File: src/rtl/pico_button_port.sv
// pico_button_port: KCPSM3 input-port responder for the eight board switches.
// Each input is synchronised and debounced. The block keeps a debounced level
// and a sticky rising-edge event register, returns either one on the in_port
// path, and raises an interrupt with the interrupt/interrupt_ack handshake.
module pico_button_port #(
  parameter int         DEBOUNCE_CYCLES = 250000,
  parameter int         CNT_W           = 18,
  parameter logic [7:0] PORT_LEVEL      = 8'hFE,
  parameter logic [7:0] PORT_EVENT      = 8'hFC,
  parameter bit         IRQ_EN          = 1'b1
) (
  input  logic       clk,
  input  logic       rst,
  input  logic [7:0] sw_in,
  input  logic [7:0] port_id,
  input  logic       read_strobe,
  input  logic       interrupt_ack,
  output logic [7:0] in_port_data,
  output logic       port_hit,
  output logic [7:0] sw_level,
  output logic       interrupt
);

  localparam logic [CNT_W-1:0] CNT_LAST = CNT_W'(DEBOUNCE_CYCLES - 1);

  typedef enum logic [1:0] {
    IDLE    = 2'd0,
    REQ     = 2'd1,
    SERVICE = 2'd2
  } state_t;

  logic [7:0]       sync_p0;
  logic [7:0]       sync_p1;
  logic [CNT_W-1:0] cnt [8];
  logic [7:0]       lvl_prev;
  logic [7:0]       evt_set;
  logic [7:0]       clr_mask;
  logic [7:0]       ev_reg;
  logic             hit_level;
  logic             hit_event;
  state_t           state;
  state_t           state_nxt;

  // Selects the value returned on the port bus for the current address.
  function automatic logic [7:0] read_sel(input logic       sel_level,
                                          input logic       sel_event,
                                          input logic [7:0] level,
                                          input logic [7:0] events);
    logic [7:0] r;
    r = 8'h00;
    if (sel_level)
      r = level;
    else if (sel_event)
      r = events;
    return r;
  endfunction

  assign hit_level = (port_id == PORT_LEVEL);
  assign hit_event = (port_id == PORT_EVENT);

  // A rising edge is the debounced level now high while it was low last cycle.
  assign evt_set  = sw_level & ~lvl_prev;
  // Only bits already pending at the time of the read are cleared.
  assign clr_mask = (read_strobe && hit_event) ? ev_reg : 8'h00;

  // Two-flop synchroniser for the asynchronous switch inputs.
  always_ff @(posedge clk) begin
    if (!rst) begin
      sync_p0 <= 8'h00;
      sync_p1 <= 8'h00;
    end else begin
      sync_p0 <= sw_in;
      sync_p1 <= sync_p0;
    end
  end

  // Per-bit debounce: the level flips only after DEBOUNCE_CYCLES consecutive disagreements.
  always_ff @(posedge clk) begin
    if (!rst) begin
      sw_level <= 8'h00;
      for (int i = 0; i < 8; i++)
        cnt[i] <= '0;
    end else begin
      for (int i = 0; i < 8; i++) begin
        if (sync_p1[i] == sw_level[i]) begin
          cnt[i] <= '0;
        end else if (cnt[i] == CNT_LAST) begin
          sw_level[i] <= ~sw_level[i];
          cnt[i]      <= '0;
        end else begin
          cnt[i] <= cnt[i] + CNT_W'(1);
        end
      end
    end
  end

  // Sticky event register; a new set in the same cycle as a clear wins.
  always_ff @(posedge clk) begin
    if (!rst) begin
      lvl_prev <= 8'h00;
      ev_reg   <= 8'h00;
    end else begin
      lvl_prev <= sw_level;
      ev_reg   <= (ev_reg & ~clr_mask) | evt_set;
    end
  end

  // Registered read path, decoded every cycle so data is ready when INPUT samples it.
  always_ff @(posedge clk) begin
    if (!rst) begin
      in_port_data <= 8'h00;
      port_hit     <= 1'b0;
    end else begin
      in_port_data <= read_sel(hit_level, hit_event, sw_level, ev_reg);
      port_hit     <= hit_level | hit_event;
    end
  end

  // Interrupt FSM state register.
  always_ff @(posedge clk) begin
    if (!rst)
      state <= IDLE;
    else
      state <= state_nxt;
  end

  // Interrupt FSM next state: request on pending events, wait in SERVICE until they are read.
  always_comb begin
    state_nxt = state;
    if (!IRQ_EN) begin
      state_nxt = IDLE;
    end else begin
      case (state)
        IDLE:    if (ev_reg != 8'h00) state_nxt = REQ;
        REQ:     if (interrupt_ack)   state_nxt = SERVICE;
        SERVICE: if (ev_reg == 8'h00) state_nxt = IDLE;
        default: state_nxt = IDLE;
      endcase
    end
  end

  // Interrupt FSM output: the request is held only while waiting for the acknowledge.
  always_comb begin
    interrupt = 1'b0;
    if (state == REQ)
      interrupt = 1'b1;
  end

endmodule
File: config.mk
export PLATFORM = sky130hd
export DESIGN_NAME = pico_button_port
export DESIGN_NICKNAME = d
export VERILOG_FILES = /design/src/rtl/pico_button_port.sv
export SDC_FILE = /design/constraint.sdc
export NUM_CORES = 1
export LEC_CHECK = 0
export CORE_ASPECT_RATIO = 1.25
export CORE_MARGIN = 2
export CORE_UTILIZATION = 45
export DETAILED_ROUTE_END_ITERATION = 8
export PLACE_DENSITY = 0.72
export SKIP_LAST_GASP = 1
export SYNTH_ARGS = -nofsm -noshare
export SYNTH_HDL_FRONTEND = slang
export SYNTH_SLANG_ARGS = --single-unit
File: constraint.sdc
create_clock -name clk -period 2.2 [get_ports clk]
set_input_delay 0.33 -clock clk [delete_from_list [all_inputs] [get_ports clk]]
set_output_delay 0.33 -clock clk [all_outputs]
set_load 0.02 [all_outputs]
## Yosys cells after proc, flatten, opt, wreduce, memory -nomap -nowiden

Memories as Yosys holds them, arrays and structs flattened.
Index checks and enable logic that the tools add are counted.

| word-level totals | value |
|---|---|
| register bits | 51 |
| bits in latches | 0 |
| memory bits (writable) | 144 |
| memory bits (read-only) | 0 |
| input bits | 20 |
| word-level logic and storage cells | 227 |
| memories | 1 |

| operators by class | value |
|---|---|
| $add $sub $neg | 8 |
| $mul | 0 |
| div/mod/pow operators | 0 |
| $lt $le $gt $ge | 0 |
| equal/unequal tests | 23 |
| shifts and indexed selects | 0 |
| mux-type cells | 121 |
| bitwise logic cells | 46 |
| reductions and logical operators | 13 |

Memory list:

| memory | depth | bits a word | rd ports | clocked after memory_dff | write ports | RTL line | RTL |
|---|---|---|---|---|---|---|---|
| cnt | 8 | 18 | 8 | 0 | 8 | 34 | `logic [CNT_W-1:0] cnt [8];` |

Operators by type and width:

| kind | count |
|---|---|
| 18-bit two-way mux | 24 |
| 18-bit by 1-bit adder with 18-bit output (second input constant) | 8 |
| 18-bit == test (second input constant) | 8 |
| 1-bit two-way mux | 90 |
| 1-bit OR | 25 |
| 8-bit two-way mux | 3 |
| 8-bit bitwise AND | 2 |
| 8-bit == test (second input constant) | 2 |
| 1-bit inverter | 16 |
| 8-bit inverter | 2 |
| 2-bit AND reduction | 8 |
| 1-bit == test | 8 |
| 8-bit logical NOT | 1 |
| 8-bit OR | 1 |
| 8-bit nonzero test | 1 |
| 2-bit two-way mux | 3 |
| 2-bit != test (second input constant) | 3 |
| 2-bit case mux with 3 select lines | 1 |
| 3-bit AND reduction | 1 |
| 2-bit by 1-bit == test with 1-bit output (second input constant) | 1 |
| 2-bit == test (second input constant) | 1 |
| 2-bit logical NOT | 1 |
| 1-bit logical AND | 1 |

## Depth between registers and ports, before layout

Gate-level depths: netlist of run 1.

| depth | value |
|---|---|
| depth after elaboration | 7 |
| gate-level depth with buffers | 6 |
| gate-level depth less buffers | 5 |

## Least setup slack after synthesis of run 1

Ideal clock, no wire load.

| timing | value |
|---|---|
| path type | register to register |
| from | memory cnt[0][0] |
| to | memory cnt[0][10], data pin |
| setup time | 0.254 ns |
| arrival time | 1.744 ns |
| slack | 0.201 ns |
| stages on the path, launching flop included | 7 |
| path buffers | 1 |
| path through | edfxtp_1 ha_1 nand3_2 or4_4 o211ai_4 buf_4 nor2_1 |

RTL lines:

| element | RTL line |
|---|---|
| start: declaration | 34 |

==> qor.csv, run 1 <==
metric;value;unit
critical path endpoint;cnt[0][10];
part of the power in registers;56.7;%
DR iter-0 viols;427;
clk sink count;195;
largest net degree at the start of global routing;18;
fraction of layout cells with a size suffix above 1;7.26;%
Die Height;167;um
DR WL/cell;12.1;um
Gate Count Post-Synth;903;
dpl ws;0.203;ns
Worst Setup SP;cnt[0][0];
overall routing resource usage;16.1;%
Avg Inst Size Synth;10.6;um^2
vias post-DR;6823;
Hold Worst Slack;0.331;ns
CP Capture Type;flip-flop;
max-cap violation count;0;
Skew-Pair Late Insertion Delay;0.42;ns
ranking of synthesized cells by area;edfxtp_1 45%, dfxtp_1 11%, xnor2_1 8.2%, nor2_1 6.3%, nor4_1 3.3%;
worst hold stages;3;
pwr/cell area;645;nW/um^2
PortBufs;37;
Post-synth EDFFs;144;
GRT overflow;0;
CTS tree;done;
Fin. Hold Viols;0;
clock root buffer;clkbuf_16;
worst-path maximum fanout;17;
Via-to-Cell Ratio;4.86;
YS warnings;0;
sequential fraction of the synthesis area;55.9;%
Final #Nets;1144;
die area;22500;um^2
Layout Skew;0.00749;ns
switching share of power;21.1;%
P_sw;1.57;mW
CP Launch Type;flip-flop;
RSZ-0062 raised after global routing;no;
Max clock buf depth;2;
Max transition margin;39.3;%
Synth Flop Type;edfxtp_1;
Comb pwr share;4.4;%
largest area contributor in the netlist;edfxtp_1;
peak supply drop;0.000527;V
Initial Util;46.0;%
Hold WC Path Type;in2reg;
# hold bufs at CTS;0;
CP Class;reg2reg;
setup violators final;0;
first-pass GRT wire length;29.5;mm
Async S/R FF share, synth;0;%
Post-Route WL;16.9;mm
CP arrival;2.18;ns
placeable core area;20800;um^2
R2R depth;6;
max reg flops;144;
Diodes inserted;0;
Clock power frac;39.0;%
FF-to-FF Start;cnt[0][0];
post-synth top area share;45.2;%
internal cell power;5.87;mW
Inst Count DP;1371;
status;finished, final reports clean;
fraction of the cycle the final worst path needs;90.8;%
# rows;59;
Worst EP required;2.38;ns
vias in the first global route;6569;
minimum clock period;2.00;ns
DP HPWL;12.5;mm
TritonRoute pass-1 iters;5;
total CTS buffers;17;
PnR worst setup slack;0.203;ns
worst reg2reg path endpoint;cnt[0][10];
synthesis-stage register bit count;195;
Die X;134;um
post-CTS resize count;0;
Non-Filler Instances;1403;
setup slack, reg-to-reg;0.20;ns
Setup Fix Bufs, Post-CTS;0;
post-synth cell types;51;
Fmax;0.501;GHz
Worst-path clk slew;0.06;ns
initial antenna violation count;0;
sum of negative setup slack;0;ns
H-tree depth;4;
Slew Limit Fails;0;
Worst Tran Pin Value;0.906;ns
Routability Congestion;0.883;
leakage power total;4.12;nW
most flop-heavy register;cnt;
synthesis-to-finish area growth;20.5;%
Antenna Nets Post-Route;0;
# DRC;0;
Cell Area, Synth;9570;um^2
Boundary Pins;38;
[layout make-up]
class                   instances  area (um^2)
clock buffers                  18          429
clock inverters                14          120
fillers                      1876         9290
inverters                      41          154
multi-input cells             793         4530
flip-flops and latches        195         5350
well taps                     274          343
repair buffers                 68          611
[worst max-delay path, cell delays in order (launching register included)]
cell and delay [ns]:
edfxtp_1 0.41, ha_1 0.24, nand3_2 0.14, or4_4 0.53
o211ai_4 0.21, buf_12 0.16, nor2_1 0.05
[cells in the final DEF, fill, tap and decap left out, types with 4 or more instances in the layout]
master / count
and2_1: 20
nor2_1: 161
nor3_1: 27
clkinv_2: 6
nand3_1: 49
buf_4: 30
or3_1: 8
clkdlybuf4s50_1: 36
mux2i_1: 10
conb_1: 144
edfxtp_1: 144
clkinv_1: 4
nand4_1: 32
xor2_1: 31
xnor2_1: 90
nor4_1: 50
clkbuf_16: 17
ha_1: 8
and3_1: 15
a21oi_1: 14
nor4b_1: 9
nand2_1: 58
o2bb2ai_1: 8
o21ai_0: 15
dfxtp_1: 51
nand4_2: 6
inv_1: 41
[through the flow]
step	power [mW]	util (%)	instance area [um^2]
final	7.44	55.4	11500
after global placement	4.60	52.8	11000
after detailed placement	4.61	52.8	11000
after global routing	7.74	55.4	11500
after CTS	7.52	55.4	11500
after floorplan	4.49	-	10100
[routing by layer]
| layer | part of all wire (%) | track usage [%] | vias to the layer above |
|---|---|---|---|
| li1 | - | - | 3544 |
| met1 | 46 | 20.4 | 3169 |
| met2 | 49 | 26.9 | 90 |
| met3 | 3.0 | 3.35 | 20 |
| met4 | 1.9 | 6.41 | 0 |
| met5 | 0 | 0 | - |
[cell usage after synthesis, types with 10 or more instances]
library cell	instances
xor2_1	31
clkbuf_1	11
dfxtp_1	51
edfxtp_1	144
and3_1	15
a21oi_1	14
mux2i_1	10
nand3_1	49
inv_1	41
and2_1	20
nor2_1	161
nand2_1	58
o21ai_0	15
xnor2_1	90
nand4_1	32
nor3_1	27
nor4_1	50
[worst min path at each step]
stage,startpoint,to,slack [ns]
global route,rst,sync_p1[1],0.34
finish,rst,sw_level[5],0.33
global placement,lvl_prev[7],ev_reg[7],0.38
floorplan,lvl_prev[0],ev_reg[0],0.38
detailed placement,lvl_prev[4],ev_reg[4],0.40
CTS,rst,sw_level[5],0.32
[power by group through the flow]
stage	clock, mW	sequential, mW	combinational, mW
floorplan	0	4.25	0.240
global placement	0	4.29	0.315
detailed placement	0	4.30	0.318
CTS	2.99	4.21	0.321
global route	3.13	4.24	0.373
finish	2.90	4.22	0.324
[cell families after synthesis]
group,synth area share [%]
buf+inv,2.41
simple gates,24.2
compound gates,4.29
xor+xnor,11.1
other cells,0.0392
fa+ha+maj,1.05
flops,55.9
mux,1.05
No activity file was read; power rests on OpenSTA's default activity.
==> run 2, diff against run 1 <==
clock period = 2.25 ns   (was 2.2 ns; I/O delays follow)
==> run 2 against run 1 <==
Against the previous run: global-route usage up 0.22 points; sequential power down 2%; cell count down 0.29%; die area unchanged; largest power group unchanged.
==> qor.csv, run 2 (same netlist as run 1, synthesis figures left out) <==
metric;value;unit;change
setup violators final;0;;unchanged
most used cells in the layout excluding fill and tap cells;161 x nor2_1, 144 x edfxtp_1, 144 x conb_1, 90 x xnor2_1, 58 x nand2_1;;
Antenna Nets Post-Route;0;;unchanged
CP Launch Type;flip-flop;;
Worst Tran Pin Value;0.963;ns;+0.0569 ns
peak supply drop;0.000588;V;+11%
CP arrival;2.18;ns;about the same
Worst EP required;2.43;ns;+0.05 ns
initial antenna violation count;0;;unchanged
synthesis-to-finish area growth;20.4;%;about the same
Diodes inserted;0;;unchanged
first-pass GRT wire length;29.7;mm;+0.56%
Die Height;167;um;unchanged
DR WL/cell;12.2;um;+1.2%
worst-path maximum fanout;17;;unchanged
internal cell power;5.76;mW;-1.8%
switching share of power;21.5;%;+0.42 points
overall routing resource usage;16.3;%;+0.22 points
CP Capture Type;flip-flop;;
largest net degree at the start of global routing;28;;+10
clock root buffer;clkbuf_16;;
max reg flops;144;;unchanged
dpl ws;0.246;ns;+0.0426 ns
Die X;134;um;unchanged
RSZ-0062 raised after global routing;no;;
Worst-path clk slew;0.07;ns;about the same
total CTS buffers;17;;unchanged
most flop-heavy register;cnt;;
FF-to-FF Start;cnt[0][0];;
vias in the first global route;6529;;-0.61%
leakage power total;4.12;nW;about the same
CP Class;reg2reg;;
fraction of the cycle the final worst path needs;88.9;%;-1.9 points
Fmax;0.500;GHz;-0.15%
crit-path cells;ha_1 > nand3_2 > or4_4 > o211ai_4 > buf_12 > nor2_1;;
DP HPWL;12.6;mm;+0.11%
Final #Nets;1140;;-0.35%
post-CTS resize count;0;;unchanged
minimum clock period;2.00;ns;+0.00305 ns
vias post-DR;6794;;-0.43%
GRT overflow;0;;unchanged
Hold WC Path Type;in2reg;;
Skew-Pair Late Insertion Delay;0.43;ns;about the same
Fin. Hold Viols;0;;unchanged
Post-Route WL;17.1;mm;+0.93%
H-tree depth;4;;unchanged
Design Power;7.34;mW;-1.3%
sum of negative setup slack;0;ns;unchanged
Finished Cell Area;11500;um^2;about the same
Boundary Pins;38;;unchanged
# hold bufs at CTS;0;;unchanged
DP Area;11000;um^2;-0.27%
Routability Congestion;0.866;;-1.9%
Layout Skew;0.00738;ns;-0.000113 ns
TritonRoute pass-1 iters;7;;+2
commonest non-fill, non-tap cell in the layout;nor2_1;;
P_sw;1.58;mW;+0.70%
Worst path slowest cell;or4_4;;
part of the power in registers;56.1;%;-0.6 points
# DRC;0;;unchanged
R2R depth;6;;unchanged
die area;22500;um^2;unchanged
setup slack, reg-to-reg;0.25;ns;+0.05 ns
PortBufs;37;;unchanged
CP Buf/Inv Count;1;;unchanged
max incr delay on CP;0.53;ns;about the same
pwr/cell area;637;nW/um^2;-1.2%
Worst Hold Endpoint;sw_level[5];;
PnR worst setup slack;0.250;ns;+0.0469 ns
Max clock buf depth;2;;unchanged
worst hold stages;3;;unchanged
DR iter-0 viols;387;;-9.4%
Via-to-Cell Ratio;4.86;;-0.14%
family with the most delay on the worst path;simple AND/OR/NAND/NOR gates;;
Comb pwr share;4.3;%;about the same
# rows;59;;unchanged
Setup Fix Bufs, Post-CTS;0;;unchanged
Slew Limit Fails;0;;unchanged
Clock power frac;39.6;%;+0.6 points
worst reg2reg path endpoint;cnt[0][3];;
CTS tree;done;;
Hold Path Origin;rst;;
placeable core area;20800;um^2;unchanged
status;finished, final reports clean;;
fraction of layout cells with a size suffix above 1;7.11;%;-0.15 points
clk sink count;195;;unchanged
Initial Util;46.0;%;unchanged
max-cap violation count;0;;unchanged
Max transition margin;35.5;%;-3.8 points
-- run 2: power groups by stage --
stage	clock network, mW	logic [mW]	registers, mW
3_3_place_gp	0	0.305	4.19
2_1_floorplan	0	0.234	4.16
6_report	2.90	0.315	4.12
4_1_cts	2.98	0.311	4.12
3_5_place_dp	0	0.308	4.20
5_1_grt	3.12	0.364	4.14
-- run 2: area by class of cell --
| type | instances | area [um^2] |
|---|---|---|
| clock buffers | 25 | 528 |
| clock inverters | 7 | 41.3 |
| fillers | 1871 | 9300 |
| inverters | 41 | 154 |
| multi-input cells | 793 | 4530 |
| flip-flops and latches | 195 | 5350 |
| well taps | 274 | 343 |
| repair buffers | 64 | 581 |
-- run 2: per-stage QoR --
stage / util (%) / hold WS [ns] / instances
floorplan: - / 0.382 / 1046
global placement: 52.6 / 0.385 / 1367
detailed placement: 52.6 / 0.394 / 1367
CTS: 55.3 / 0.327 / 1399
global route: 55.3 / 0.350 / 1399
finish: 55.3 / 0.329 / 1399
-- run 2: worst register-to-register path, cell delays in order (launching register included) --
cell,delay [ns]
edfxtp_1,0.41
ha_1,0.23
nand3_2,0.14
or4_4,0.53
o211ai_4,0.21
buf_12,0.17
nor2_1,0.05
-- run 2: worst max-delay path by stage --
stage,start,end,slack (ns),cells past startpoint
after CTS,cnt[0][0],cnt[0][3],0.24,6
after global routing,cnt[0][54],cnt[0][70],0.14,6
final,cnt[0][0],cnt[0][3],0.25,6
after global placement,cnt[0][0],cnt[0][16],0.30,6
after floorplan,cnt[0][0],cnt[0][10],0.25,6
after detailed placement,cnt[0][0],cnt[0][5],0.25,6
-- run 2: routing by layer --
| metal | up-vias | wire (um) | global-route usage, % |
|---|---|---|---|
| li1 | 3520 | - | - |
| met1 | 3154 | 7930 | 20.6 |
| met2 | 93 | 8250 | 27.4 |
| met3 | 27 | 489 | 2.86 |
| met4 | 0 | 445 | 7.14 |
| met5 | - | 0 | 0 |
